<file path="src/rtl/reg_rename_table.sv">
// Register rename stage: arch-to-phys map, circular free list of destination tags,
// and a per-physical-register busy vector. Source lookups are combinational.
module reg_rename_table #(
  parameter int unsigned NUM_ARCH = 32,
  parameter int unsigned NUM_PHYS = 64,
  parameter int unsigned PW       = 6
) (
  input  logic                clk,
  input  logic                rst,
  input  logic                i_valid,
  input  logic                i_uses_rs,
  input  logic                i_uses_rt,
  input  logic                i_uses_rw,
  input  logic [4:0]          i_rs_addr,
  input  logic [4:0]          i_rt_addr,
  input  logic [4:0]          i_rw_addr,
  output logic                o_stall,
  output logic [PW-1:0]       o_rs_phys,
  output logic [PW-1:0]       o_rt_phys,
  output logic [PW-1:0]       o_rw_phys,
  output logic [PW-1:0]       o_old_rw_phys,
  output logic [NUM_PHYS-1:0] o_busy_bits,
  input  logic                i_wb_valid,
  input  logic [PW-1:0]       i_wb_phys,
  input  logic                i_free_valid,
  input  logic [PW-1:0]       i_free_phys,
  output logic [PW-1:0]       o_free_count,
  output logic                o_overflow
);

  localparam int unsigned FlDepth = NUM_PHYS - NUM_ARCH;
  localparam int unsigned FlW     = (FlDepth > 1) ? $clog2(FlDepth) : 1;

  logic [PW-1:0]       map_q [NUM_ARCH];
  logic [PW-1:0]       map_d [NUM_ARCH];
  logic [PW-1:0]       fl_q  [FlDepth];
  logic [PW-1:0]       fl_d  [FlDepth];
  logic [NUM_PHYS-1:0] busy_q, busy_d;
  logic [FlW-1:0]      head_q, head_d, tail_q, tail_d;
  logic [PW-1:0]       count_q, count_d;
  logic                ovf_q, ovf_d;

  logic          alloc, alloc_ok, free_req, free_ok, cnt_empty, cnt_full;
  logic [PW-1:0] new_tag;

  // Source-use flags are not needed: lookups are always performed.
  logic unused_src_flags;
  assign unused_src_flags = i_uses_rs ^ i_uses_rt;

  function automatic logic [FlW-1:0] next_ptr(input logic [FlW-1:0] p);
    return (p == FlW'(FlDepth - 1)) ? '0 : p + 1'b1;
  endfunction

  assign alloc     = i_valid & i_uses_rw & (i_rw_addr != '0);
  assign cnt_empty = (count_q == '0);
  assign cnt_full  = (count_q == PW'(FlDepth));
  assign alloc_ok  = alloc & ~cnt_empty;
  assign free_req  = i_free_valid & (i_free_phys != '0);
  // A full list still has room for a free when an allocation drains a slot this cycle.
  assign free_ok   = free_req & (~cnt_full | alloc_ok);
  assign new_tag   = fl_q[head_q];

  assign o_stall       = alloc & cnt_empty;
  assign o_rs_phys     = map_q[i_rs_addr];
  assign o_rt_phys     = map_q[i_rt_addr];
  assign o_old_rw_phys = map_q[i_rw_addr];
  assign o_rw_phys     = alloc ? new_tag : '0;
  assign o_busy_bits   = busy_q;
  assign o_free_count  = count_q;
  assign o_overflow    = ovf_q;

  always_comb begin
    map_d   = map_q;
    fl_d    = fl_q;
    busy_d  = busy_q;
    head_d  = head_q;
    tail_d  = tail_q;
    count_d = count_q;
    ovf_d   = ovf_q;
    if (i_wb_valid && (i_wb_phys != '0)) busy_d[i_wb_phys] = 1'b0;
    // Applied after the writeback clear so a same-tag set wins.
    if (alloc_ok) begin
      map_d[i_rw_addr] = new_tag;
      busy_d[new_tag]  = 1'b1;
      head_d           = next_ptr(head_q);
    end
    if (free_ok) begin
      fl_d[tail_q] = i_free_phys;
      tail_d       = next_ptr(tail_q);
    end else if (free_req) begin
      ovf_d = 1'b1;
    end
    case ({alloc_ok, free_ok})
      2'b10:   count_d = count_q - 1'b1;
      2'b01:   count_d = count_q + 1'b1;
      default: count_d = count_q;
    endcase
    busy_d[0] = 1'b0;
  end

  always_ff @(posedge clk) begin
    if (rst) begin
      for (int i = 0; i < NUM_ARCH; i++) map_q[i] <= PW'(i);
      for (int k = 0; k < FlDepth; k++) fl_q[k] <= PW'(NUM_ARCH + k);
      busy_q  <= '0;
      head_q  <= '0;
      tail_q  <= '0;
      count_q <= PW'(FlDepth);
      ovf_q   <= 1'b0;
    end else begin
      map_q   <= map_d;
      fl_q    <= fl_d;
      busy_q  <= busy_d;
      head_q  <= head_d;
      tail_q  <= tail_d;
      count_q <= count_d;
      ovf_q   <= ovf_d;
    end
  end

endmodule

</file>
<file path="config.mk">
export PLATFORM = sky130hd
export DESIGN_NAME = reg_rename_table
export DESIGN_NICKNAME = d
export VERILOG_FILES = /design/src/rtl/reg_rename_table.sv
export SDC_FILE = /design/constraint.sdc
export NUM_CORES = 1
export LEC_CHECK = 0
export CORE_ASPECT_RATIO = 0.8
export CORE_UTILIZATION = 40
export CTS_CLUSTER_SIZE = 28
export DETAILED_ROUTE_END_ITERATION = 12
export HOLD_SLACK_MARGIN = 0.08
export PLACE_DENSITY = 0.64
export SLEW_MARGIN = 20
export SYNTH_ARGS = -nofsm -noshare
export SYNTH_HDL_FRONTEND = slang
export SYNTH_SLANG_ARGS = --single-unit
</file>
<file path="constraint.sdc">
create_clock -name clk -period 4.8 [get_ports clk]
set_input_delay 1.2 -clock clk [delete_from_list [all_inputs] [get_ports clk]]
set_output_delay 1.2 -clock clk [all_outputs]
set_load 0.02 [all_outputs]
</file>
==> results of run 1 <==
## synthesized netlist by cell type, types with 3 or more instances
cell / number
mux2i_1: 264
nor3_1: 3
o21ai_2: 8
nor2b_1: 12
nor2_1: 160
buf_4: 11
o211ai_1: 44
or2_2: 12
nand4b_1: 4
nand4_1: 8
nand2_1: 337
o221ai_1: 4
o21ai_1: 31
or4_1: 3
buf_2: 35
and3b_1: 3
nand2b_1: 6
o311ai_0: 5
and2_1: 8
clkbuf_1: 149
nand3_2: 30
a21oi_1: 109
mux2_2: 20
a221oi_1: 8
buf_6: 3
buf_1: 23
dfxtp_1: 464
and3_1: 6
or4b_1: 3
ha_1: 13
nand3_1: 95
o22ai_1: 4
nand3b_1: 7
mux4_2: 207
o21ai_0: 182
nor3b_1: 5
inv_1: 9
## stage by stage
stage | setup WS [ns] | area, sq um | hold WS [ns]
3_3_place_gp | 0.0294 | 26000 | 0.449
3_5_place_dp | 0.0418 | 26000 | 0.455
5_1_grt | 0.000604 | 27700 | 0.495
6_report | 0.0329 | 27700 | 0.471
2_1_floorplan | 0.257 | 23900 | 0.437
4_1_cts | 0.0197 | 27700 | 0.473
## final cells by class
class | count | share of cell area [%]
clock buffer | 71 | 5.24
clock inverter | 19 | 0.840
inverter | 11 | 0.176
multi-input combinational | 1644 | 49.1
sequential | 464 | 33.6
tap | 769 | 3.47
timing repair buffer | 203 | 7.62
## logic make-up (layout without fill, tap and decap cells)
| group | Yosys count | after routing |
|---|---|---|
| compound gates | 415 | 415 |
| fa+ha+maj | 14 | 14 |
| other cells | 1 | 1 |
| simple gates | 719 | 719 |
| flops | 464 | 464 |
| xor+xnor | 3 | 3 |
| buf+inv | 236 | 304 |
| mux | 492 | 492 |
## power by group through the flow
| stage | logic (mW) | registers, mW | clock network [mW] |
|---|---|---|---|
| 2_1_floorplan | 0.981 | 4.07 | 0 |
| 3_3_place_gp | 1.55 | 4.06 | 0 |
| 3_5_place_dp | 1.57 | 4.07 | 0 |
| 4_1_cts | 1.58 | 3.98 | 4.04 |
| 5_1_grt | 1.68 | 3.99 | 4.19 |
| 6_report | 1.59 | 3.98 | 3.99 |
## worst max path at each step
stage / to / slack (ns)
after CTS: o_rw_phys[0] / 0.02
after floorplan: o_rs_phys[1] / 0.26
after global routing: o_rt_phys[3] / 0.0006
after detailed placement: o_rw_phys[0] / 0.04
final: o_rs_phys[5] / 0.03
after global placement: o_rs_phys[5] / 0.03
## layer usage
layer  vias up  routed length (um)  track usage [%]
li1       8633                   -                -
met1      9596               33400             36.4
met2       953               32000             36.1
met3       131                7920             6.20
met4         2                1880             7.07
met5         -                  13                0
## worst max-delay path, delay by kind of cell
family	cells	cell delay (ns)
multiplexers	3	1.41
buffers and inverters	3	0.94
## registers in the layout, indices dropped and copies added (netlist names)
| register | flops |
|---|---|
| tail_q | 5 |
| o_overflow | 1 |
| head_q | 5 |
| o_free_count | 6 |
| o_busy_bits | 63 |
| map_q | 192 |
| fl_q | 192 |
## timing repair
action                                  in CTS  in global routing
endpoints found under the setup margin       5                  6
resized for setup                            1                  7
buffers inserted                             0                  0
==> impl_results.md, run 1 <==
* Syn Std Cell Area at 23900 sq um
* Max-Cap Viols at 0
* First-pass GRT wire length at approximately 120000 um
* Avg Vias per Cell at 6.07
* Status: finished with violations
* DP HPWL at 50000 um
* Area Overhead vs Synth at 16.0%
* Setup crit end kind: output port
* Arrival time at the worst endpoint at 3.57 ns
* Vias in the first global route at ~19000
* Clock Pin Slew Worst Setup and Hold Paths at 0.06 ns
* Total gr overflow at 0
* CTS Buf Count at 49
* Kind of critical path: in2out
* Slew headroom at 35.4%
* Most frequent cells in the layout: 462 x dfxtp_1, 337 x nand2_1, 264 x mux2i_1
* Asr flop ratio synth at 0%
* Internal cell power at between 6 and 7 mW
* Worst slew pin tran at 0.968 ns
* Cell count after synthesis at 2344
* Pwr dens at approximately 350 nW/um^2
* DRC violations left at 3
* Xor and xnor fraction of the mapped netlist area at less than 1%
* TritonCTS Sinks at 464
* Reg2reg start: o_free_count[1]
* Syn Nets at 2393
* Critical Path Source: i_rs_addr[0]
* Post-synthesis simple-gate area fraction at 14.3%
* Synth Area per Inst at 10.2 sq um
* Routed Antenna Nets at 0
* WP data required at 3.60 ns
* Clk pwr share at 41.8%
* Global placer's final weighted congestion at 0.920
* Max VDD drop at 0.000264 V
* Switching Share at 28.7%
* Ports at 131
* H-tree depth at 2
* Max Root-Sink Buffers at 3
* Endpoints failing setup at 0
* Netlist cell types at 73
* Worst Skew at roughly 0.019 ns
* Synth area leader: dfxtp_1
* Most common cell after layout, fill and taps aside: dfxtp_1
* Hold path depth at 2
* Clk_lat worst skew at between 0.6 and 0.7 ns
* Worst hold path class: reg2reg
* Inst Count DP at 3091
* Violated checks: design-rule violations
* Rows at 79
* Area of the multi-input gates at 13600 sq um
* Fmax at between 200 and 250 MHz
* Largest family of logic cells by synthesized area: multiplexers
* Tmin final at roughly 4.8 ns
* Critical path peak fanout at 19
* Startpoint types: input pin
* First DRT Iteration DRCs at 2310
* Slowest CP cell: mux4_2
* CTS tree: built
* Share of Yosys cell area claimed by the top area cell type at 38.9%
* Initial Utilization at 40.8%
* Initial antenna violation count at 1
* # fillers at 5338
* Core ar. at 58500 sq um
* Total Power at roughly 9.6 mW
* Storage element area at ~9300 sq um
* Post-synthesis register bit count at around 460
* Worst-path cell chain: buf_4 -> buf_12 -> mux4_2 -> mux4_2 -> mux2_2 -> clkdlybuf4s50_1
* Final Hold Vio Count at 0
* Largest net degree at the start of global routing at 130
* Critical R2R Capture: o_free_count[5]
* Slew Limit Fails at 0
* Final WL at 75200 um
* Reg2Reg Setup Slack at 1.06 ns
* Width of the die at 275 um
* Layout cells sized above 1 at 19.3%
* Overall routing resource usage at approximately a quarter
* RSZ-0062 raised after global routing: no
* Die area at 60700 sq um
* Die height at 221 um
* Nets at around 2400
* Compound-gate portion of the synthesized area at 9.89%
* Yosys warning count at 0
* Post-Synth Adder-Cell Area at 0.765%
* Vias at 19300
* Lkg Pwr at between 10 and 15 nW
* Combinational power share at about 17%
* Final Core Density at about 47%
* Worst Hold End: fl_q[145]
* Sequential element share of the synthesized area at 38.9%
* Antenna Cells at 0
* # hold bufs at CTS at 0
* Switch Pwr at 2.75 mW
* Port Buffers at 127
* Seq pwr share at 41.6%
* Crit-path most repeated cell: mux4_2
* Synth area leaders: dfxtp_1 39%, mux4_2 20%, mux2i_1 11%
* Clock Root Buffer: clkbuf_16
* Hold path start: fl_q[145]
* Final cell count without fillers at roughly 3200
* Number of synthesized flops with an enable pin at 0
* Multiplexer share of the synthesized area at 31.6%
* Wire per inst at 23.6 um
* Critical Path Max Stage Delay at 0.58 ns
* Fin crit share at 99.3%
* FF-to-FF path depth at 13
* Synth Flop Type: dfxtp_1
* TNS Setup at 0 ns
* Drt pass-1 iters at 10
No activity file was read; power rests on OpenSTA's default activity.
==> run 2: changes to the inputs <==
--- a/config.mk
+++ b/config.mk
@@ -5,6 +5,7 @@
 export SDC_FILE = /design/constraint.sdc
 export NUM_CORES = 1
 export LEC_CHECK = 0
+export ABC_AREA = 1
 export CORE_ASPECT_RATIO = 0.8
 export CORE_UTILIZATION = 40
 export CTS_CLUSTER_SIZE = 28
==> constraint.sdc (replaced) <==
create_clock -name clk -period 5.55 [get_ports clk]
set_input_delay 1.3875 -clock clk [delete_from_list [all_inputs] [get_ports clk]]
set_output_delay 1.3875 -clock clk [all_outputs]
set_load 0.02 [all_outputs]
==> run 2 against run 1 <==
  * The run now ends clean
  * Setup slack improved by 0.052 ns
  * Utilization up 0.078 points
  * Hold slack worse by 0.015 ns
  * First-iteration DRC count rose by 45%
  * Total power fell by 8.1%
  * Area after synthesis fell by 2.7%
  * Clock-buffer cell count increased by 2
  * Global-route usage grew 3.7 points
==> impl_results.md, run 2 <==
* Status: complete, no violations
* Reg2reg start: head_q[0]
* DP Worst Slack at 0.123 ns (+0.0807 ns)
* RSZ-0062 raised after global routing: no
* Vias at 24800 (+29%)
* Hold path depth at 2 (unchanged)
* Synth area leader: dfxtp_1
* Layout cells sized above 1 at 6.74% (-13 points)
* Area Overhead vs Synth at 16.3%
* Worst Skew at 0.0250 ns (+0.00596 ns)
* Width of the die at 271 um (-1.4%)
* Final Hold Vio Count at 0 (unchanged)
* DP HPWL at 55400 um (+11%)
* # hold bufs at CTS at 0 (unchanged)
* Total Power at 8.80 mW (-8.1%)
* Final cell count without fillers at 4247 (+34%)
* Wire per inst at 20.3 um (-14%)
* Post-synthesis register bit count at 464 (unchanged)
* Worst hold path class: reg2reg
* Fin area at 27000 sq um (-2.4%)
* Clock Pin Slew Worst Setup and Hold Paths at 0.06 ns (about the same)
* Vias in the first global route at 21900 (+17%)
* Asr flop ratio synth at 0% (unchanged)
* Worst slew pin tran at 1.06 ns (+0.0926 ns)
* Hold path start: map_q[186]
* Rows at 78 (-1.3%)
* Cell count after synthesis at 3421 (+46%)
* DRC violations left at 0 (-3)
* Share of Yosys cell area claimed by the top area cell type at 40.0% (+1.1 points)
* Most frequent cells in the layout: 812 x nand2_1, 462 x dfxtp_1, 458 x o21ai_0
* Kind of critical path: in2out
* Clk_lat worst skew at 0.60 ns (about the same)
* Inst Count DP at 4156 (+34%)
* Global placer's final weighted congestion at 1.05 (+14%)
* Post-CTS Setup Bufs at 0 (unchanged)
* Core ar. at 57000 sq um (-2.6%)
* Largest net degree at the start of global routing at 95 (-27%)
* Syn Std Cell Area at 23200 sq um (-2.7%)
* Total gr overflow at 0 (unchanged)
* Die area at 59000 sq um (-2.7%)
* Avg Vias per Cell at 5.85 (-3.7%)
* Post-CTS resize count at 0 (-1)
* Lkg Pwr at 10.5 nW (-1.3%)
* WP data required at 4.16 ns (+0.56 ns)
* Max-Cap Viols at 0 (unchanged)
* Overall routing resource usage at 28.6% (+3.7 points)
* TNS Setup at 0 ns (unchanged)
* Critical R2R Capture: o_busy_bits[17]
* CTS Buf Count at 50 (+2.0%)
* # fillers at 5805 (+8.7%)
* Sequential element share of the synthesized area at 40.0% (+1.1 points)
* Synth area leaders: dfxtp_1 40%, nand2_1 13%, o21ai_0 9.9%
* Number of synthesized flops with an enable pin at 0 (unchanged)
* Routed Antenna Nets at 0 (unchanged)
* Tmin final at between 5 and 6 ns
* Synth Area per Inst at 6.79 sq um (-33%)
* First-pass GRT wire length at 133000 um (+15%)
* Initial antenna violation count at 0 (-1)
* Max VDD drop at 0.000211 V (-20%)
* Initial Utilization at 40.8% (-0.046 points)
* TritonCTS Sinks at 464 (unchanged)
* Final WL at 86400 um (+15%)
* Synth Flop Type: dfxtp_1
* Startpoint types: input pin
* CTS tree: built
* Drt pass-1 iters at 7 (-3)
* Most common cell after layout, fill and taps aside: nand2_1
* Pwr dens at 325 nW/um^2 (-5.8%)
* Nets at 3497 (+44%)
* Syn Nets at 3470 (+45%)
* Arrival time at the worst endpoint at 4.08 ns (+0.51 ns)
* FF-to-FF path depth at 14 (+1)
* Netlist cell types at 43 (-41%)
* Reg2Reg Setup Slack at 1.91 ns (+0.85 ns)
* Yosys warning count at 0 (unchanged)
* Post-synth top cells: 812 x nand2_1, 464 x dfxtp_1, 458 x o21ai_0, 418 x a21oi_1, 282 x nor2_1
* Max Root-Sink Buffers at 3 (unchanged)
* Setup crit end kind: output port
* Ports at 131 (unchanged)
* Count leader, synth: nand2_1
* Fmax at 183 MHz
* Clock Root Buffer: clkbuf_16
* Slew headroom at 29.0% (-6.4 points)
* Critical path peak fanout at 16 (-3)
* Port Buffers at 127 (unchanged)
* Worst Hold End: map_q[186]
* Slew Limit Fails at 0 (unchanged)
* Die height at 218 um (-1.4%)
* Final WS setup at 0.0853 ns (+0.0524 ns)
* Fin crit share at between 90% and 100%
* Antenna Cells at 0 (unchanged)
* First DRT Iteration DRCs at 3354 (+45%)
* Placed cell area at 25300 sq um (-2.8%)
* Endpoints failing setup at 0 (unchanged)
* H-tree depth at 2 (unchanged)
## run 2: cell count changes in the layout (fill, tap and decap cells not counted), sizes merged, moves of 138 or more
cell	delta
nor2	+138
a21oi	+310
o21ai	+237
mux4	-208
inv	+149
nand2	+486
nand3	+147
mux2i	-264
## run 2: routing by layer
metal | GRT usage (%) | vias to the layer above | wire, um
met2 | 39.5 | 1400 | 34400
met4 | 6.84 | 0 | 1800
met5 | 0 | - | 0
met3 | 8.28 | 147 | 11000
li1 | - | 11800 | -
met1 | 42.7 | 11500 | 39200
## run 2: layout make-up
type | count | area, sq um | share of cell area (%)
Multi-Input combinational cell | 2558 | 12300 | 45.7
Sequential cell | 464 | 9290 | 34.4
Timing Repair Buffer | 210 | 2090 | 7.74
Clock buffer | 73 | 1470 | 5.44
Tap cell | 760 | 951 | 3.52
Inverter | 164 | 622 | 2.30
Clock inverter | 18 | 251 | 0.931
## run 2: worst max path at each step
stage                             from                to  slack [ns]  cells after the start
final                     i_rw_addr[1]  o_old_rw_phys[3]        0.09                     10
after global routing      i_rw_addr[0]  o_old_rw_phys[3]        0.01                     11
after CTS                 i_rw_addr[0]  o_old_rw_phys[2]        0.11                     10
after detailed placement  i_rw_addr[0]  o_old_rw_phys[2]        0.12                     10
after global placement    i_rw_addr[0]  o_old_rw_phys[2]        0.14                     10
after floorplan           i_rt_addr[0]      o_rt_phys[3]        1.22                      8
## run 2: logic make-up (layout without fill, tap and decap cells)
kind of cell | count (synthesis) | after routing | share of synthesized area [%]
AOI/OAI and AO/OA | 1097 | 1097 | 26.2
xor gates and xnor gates | 3 | 3 | 0.113
adders and majority gates | 14 | 14 | 0.786
buffers and inverters | 399 | 465 | 7.02
DFF | 464 | 464 | 40.0
other | 1 | 1 | 0.0161
and+or+nand+nor | 1443 | 1443 | 25.9
## run 2: worst max-delay path: stages
cell and delay [ns]:
clkdlybuf4s50_1 0.64, nand2_1 0.20, inv_1 0.17, buf_4 0.28
a22oi_1 0.10, a21oi_1 0.29, or2_2 0.17, inv_1 0.07
nand4_1 0.13, clkdlybuf4s50_1 0.62
## run 2: where the power goes
part	switching, mW	internal, mW	total (mW)
sequential	0.0848	3.41	3.50
clock	1.44	2.11	3.55
combinational	1.25	0.499	1.75
## run 2: stage by stage
| stage | utilization [%] | hold WS, ns |
|---|---|---|
| after floorplan | - | 0.425 |
| after global placement | 44.4 | 0.439 |
| after detailed placement | 44.4 | 0.445 |
| after CTS | 47.4 | 0.454 |
| after global routing | 47.4 | 0.468 |
| final | 47.4 | 0.456 |
